$ cat src/rtl/serial_adder_pkg.sv
// Shared types for the bit-serial adder.
package serial_adder_pkg;

  typedef enum logic [1:0] {
    IDLE  = 2'd0,
    SHIFT = 2'd1,
    DONE  = 2'd2
  } state_t;

endpackage

$ cat src/rtl/fulladder.sv
// Single-bit full adder cell.
module fulladder (
  input  logic A,
  input  logic B,
  input  logic Cin,
  output logic Cout,
  output logic Sum
);

  assign Sum  = A ^ B ^ Cin;
  assign Cout = (A & B) | (Cin & (A ^ B));

endmodule

$ cat src/rtl/serial_adder.sv
// Bit-serial N-bit adder: one fulladder plus a carry register, LSB first,
// one bit per clock, result published with a one-cycle done pulse.
module serial_adder
  import serial_adder_pkg::*;
#(
  parameter int unsigned N = 8
) (
  input  logic         clk,
  input  logic         reset,
  input  logic         start,
  input  logic [N-1:0] a,
  input  logic [N-1:0] b,
  input  logic         cin,
  output logic         busy,
  output logic         done,
  output logic [N-1:0] sum,
  output logic         cout
);

  localparam int unsigned CW = $clog2(N + 1);

  state_t         state_q, state_d;
  logic [N-1:0]   opa_q, opa_d;
  logic [N-1:0]   opb_q, opb_d;
  logic [N-1:0]   res_q, res_d;
  logic [N-1:0]   sum_q, sum_d;
  logic [N-1:0]   msb_vec;
  logic           carry_q, carry_d;
  logic           cout_q, cout_d;
  logic [CW-1:0]  cnt_q, cnt_d;
  logic           fa_sum;
  logic           fa_cout;

  fulladder u_fa (
    .A    (opa_q[0]),
    .B    (opb_q[0]),
    .Cin  (carry_q),
    .Cout (fa_cout),
    .Sum  (fa_sum)
  );

  always_comb begin
    state_d = state_q;
    opa_d   = opa_q;
    opb_d   = opb_q;
    res_d   = res_q;
    sum_d   = sum_q;
    carry_d = carry_q;
    cout_d  = cout_q;
    cnt_d   = cnt_q;
    // Sum bit placed at the MSB via a vector so N=1 needs no degenerate slice.
    msb_vec          = '0;
    msb_vec[N-1]     = fa_sum;

    unique case (state_q)
      IDLE: begin
        if (start) begin
          opa_d   = a;
          opb_d   = b;
          carry_d = cin;
          res_d   = '0;
          cnt_d   = '0;
          state_d = SHIFT;
        end
      end
      SHIFT: begin
        res_d   = (res_q >> 1) | msb_vec;
        opa_d   = opa_q >> 1;
        opb_d   = opb_q >> 1;
        carry_d = fa_cout;
        cnt_d   = cnt_q + CW'(1);
        if (cnt_q == CW'(N - 1)) begin
          sum_d   = res_d;
          cout_d  = fa_cout;
          state_d = DONE;
        end
      end
      DONE: begin
        state_d = IDLE;
      end
      default: begin
        state_d = IDLE;
      end
    endcase
  end

  always_ff @(posedge clk) begin
    if (reset) begin
      state_q <= IDLE;
      opa_q   <= '0;
      opb_q   <= '0;
      res_q   <= '0;
      sum_q   <= '0;
      carry_q <= 1'b0;
      cout_q  <= 1'b0;
      cnt_q   <= '0;
    end else begin
      state_q <= state_d;
      opa_q   <= opa_d;
      opb_q   <= opb_d;
      res_q   <= res_d;
      sum_q   <= sum_d;
      carry_q <= carry_d;
      cout_q  <= cout_d;
      cnt_q   <= cnt_d;
    end
  end

  assign busy = (state_q == SHIFT);
  assign done = (state_q == DONE);
  assign sum  = sum_q;
  assign cout = cout_q;

endmodule

$ cat config.mk
export PLATFORM = sky130hd
export DESIGN_NAME = serial_adder
export DESIGN_NICKNAME = d
export VERILOG_FILES = /design/src/rtl/serial_adder_pkg.sv /design/src/rtl/fulladder.sv /design/src/rtl/serial_adder.sv
export SDC_FILE = /design/constraint.sdc
export NUM_CORES = 1
export LEC_CHECK = 0
export ABC_AREA = 1
export CORE_ASPECT_RATIO = 0.8
export CORE_MARGIN = 2
export CORE_UTILIZATION = 55
export CTS_CLUSTER_SIZE = 16
export DETAILED_ROUTE_END_ITERATION = 16
export PLACE_DENSITY = 0.85
export SLEW_MARGIN = 5
export SYNTH_ARGS = -nofsm -noshare
export SYNTH_HDL_FRONTEND = slang
export SYNTH_SLANG_ARGS = --single-unit
$ cat constraint.sdc
create_clock -name clk -period 2.4 [get_ports clk]
set_input_delay 0.6 -clock clk [delete_from_list [all_inputs] [get_ports clk]]
set_output_delay 0.6 -clock clk [all_outputs]
set_load 0.02 [all_outputs]
==> results.toml <==
[timing]
finClkSkew_ps = 4.832
hold_violations = 0
slew_violations = 0
worst_pin_slew_ps = 639.9
setup_violations = 0
slew-limit-headroom_pct = 57.29
finalCriticalPeriod_ps = 2109
rsz0062_at_grt = "no"
timing.final.crit_share_pct = 87.88
timing.fmax_mhz = 474.1
setup_ws_ps = 291.0
setup-tns-final_ps = 0

[place]
port_buffers = 30
place.gp.congestion = 0.8759
post-place-ws_ps = 565.9
post-dp-hpwl_um = 2613

[global_routing]
grt_first_pass_wirelength_um = 6279
grt_max_degree = 31
grt_pass1_vias = 1402
antenna_found_initial = 0
grt-ovfl-total = 0
grt_usage_pct = 23.66

[layout]
final_nets = 298
areaGrowthSynthToFinish_pct = 22.89
final_cell_mix = "nand2_1, nor2_1, dfxtp_1"
final_layout_size_suffix_gt1_share_pct = 7.246
final_common_cell = "nand2_1"
diodes = 0

[clock_tree]
cts.sinks = 39
insertion_delay_ps = 290
cts_resized = 0
cts_root_buffer = "clkbuf_8"
clk_path_buf_depth = 2
htree_levels = 2
cts_setup_buffers = 0
cts_tree = "built"
hold_buffers = 0
clk_pin_slew_ps = 70
cts_buffers = 5

[critical_path]
endpoint_kind = "output pin"
start_kind = "flip-flop"
crit_path_max_incr_delay_ps = 600
path_max_fanout = 3
cp_slowest_cell = "clkdlybuf4s50_1"
arrival_ps = 1510
critPathKind = "flip-flop to output pin"
cp-startpoint = "state_q[1]"
path_cells = "inv_2 -> nor2_1 -> clkdlybuf4s50_1"
reg2regPathDepth = 3
path_delay_family = "buffers and inverters"
critPathRequiredTime_ps = 1800
r2r-start = "state_q[1]"
ff2ff_setup_slack_ps = 970
critPathBufInv = 2
r2r-end = "state_q[0]"

[die]
fp-row-count = 18
die_y_um = 54.28
die_width_um = 66.85
io_pins = 31
die-area_um2 = 3628
initial_core_util_pct = 57.16
coreArea_um2 = 3040

[synthesis]
yosysSeqAreaShare_pct = 44.92
syn_area_per_cell_um2 = 7.065
synth_nets = 268
syn_area_um2 = 1738
yosysWarnings = 0
netlist_instances = 246
yosysUniqueCellTypes = 21
ys_ff_latch = 39

[routing]
viasPerCell = 5.165
drtIter0Drc = 84
antenna_left = 0
dr_total_vias = 1632
routedWlPerCell_um = 11.83
drc = 0
routed_wl_um = 3739
dr.pass1.iters = 4

[pwr]
ir_drop_uv = 512.7
p_leak_uw = 0.0009149
power.density_nw_per_um2 = 618.6

[min_path]
hold_start = "opa_q[5]"
min_path_type = "flip-flop to flip-flop"
min_to = "opa_q[4]"
whs_path_depth = 2

[status]
status = "finished, final reports clean"

[job]
max_cap_viol_count = 0
[registers in the layout, indices dropped and copies added (netlist names)]
name / count
carry_q: 1
cnt_q: 4
cout: 1
opa_q: 8
opb_q: 8
res_q: 7
state_q: 2
sum: 8
[tightest hold or removal path, stage by stage (launching register included)]
cell and delay [ps]:
dfxtp_1 310, nand2_1 70, nand2_1 50
[layout make-up]
class                      count  area, um^2
clock buffer                   6       82.58
clock inverter                 1       5.005
fill                         273       904.6
inverter                      24       90.09
multi-input combinational    172       797.0
sequential                    39       780.7
tap                           40       50.05
timing repair buffer          34       330.3
[power by group]
part           internal (uW)  total, uW  switching, uW
sequential               673        691           17.6
clock                    225        445            220
combinational           75.3        185            110
total                    974       1320            347
[cell families (layout without fill, tap and decap cells)]
kind of cell             Yosys count  in the layout  share of synthesized area, %
buffers and inverters             35             65                         9.216
AO/OA/AOI/OAI                     15             15                         4.967
adder cells (fa/ha/maj)            2              2                         1.872
AND/OR/NAND/NOR                  155            155                         39.02
flip-flops                        39             39                         44.92
[stage by stage]
stage	instance area [um^2]	std cells	hold slack (ps)	total power, uW	utilization, %
5_1_grt	2136	316	495.7	1375	70.25
3_3_place_gp	2048	309	453.8	884.5	67.37
4_1_cts	2136	316	465.4	1322	70.25
2_1_floorplan	1738	246	425.8	831.3	-
6_report	2136	316	466.3	1321	70.25
3_5_place_dp	2048	309	455.0	889.3	67.37
[synth_stat cells, drive strengths merged]
cell	count	area share [%]
fa	1	1.2
o21ai	4	1.2
buf	8	3.4
nand3	33	9.5
inv	24	5.2
nor3	1	0.29
a21oi	2	0.58
clkbuf	3	0.65
ha	1	0.72
nor2	51	12
nand3b	7	3.0
nand2	63	14
o22ai	9	3.2
dfxtp	39	45
[how the worst max path moves through the flow]
stage,end,slack [ps],cells after the start
4_1_cts,done,270,3
5_1_grt,busy,230,3
6_report,done,290,3
2_1_floorplan,busy,1010,3
3_3_place_gp,state_q[0],600,5
3_5_place_dp,state_q[0],570,5
[per-layer routing]
| layer | vias to the layer above | GRT usage [%] | routed length, um |
|---|---|---|---|
| met1 | 743 | 29.94 | 1700 |
| met5 | - | 0 | 0 |
| li1 | 832 | - | - |
| met3 | 10 | 5.967 | 220 |
| met4 | 0 | 10.88 | 79 |
| met2 | 47 | 38.67 | 1739 |
(Power assumes the default switching activity.)
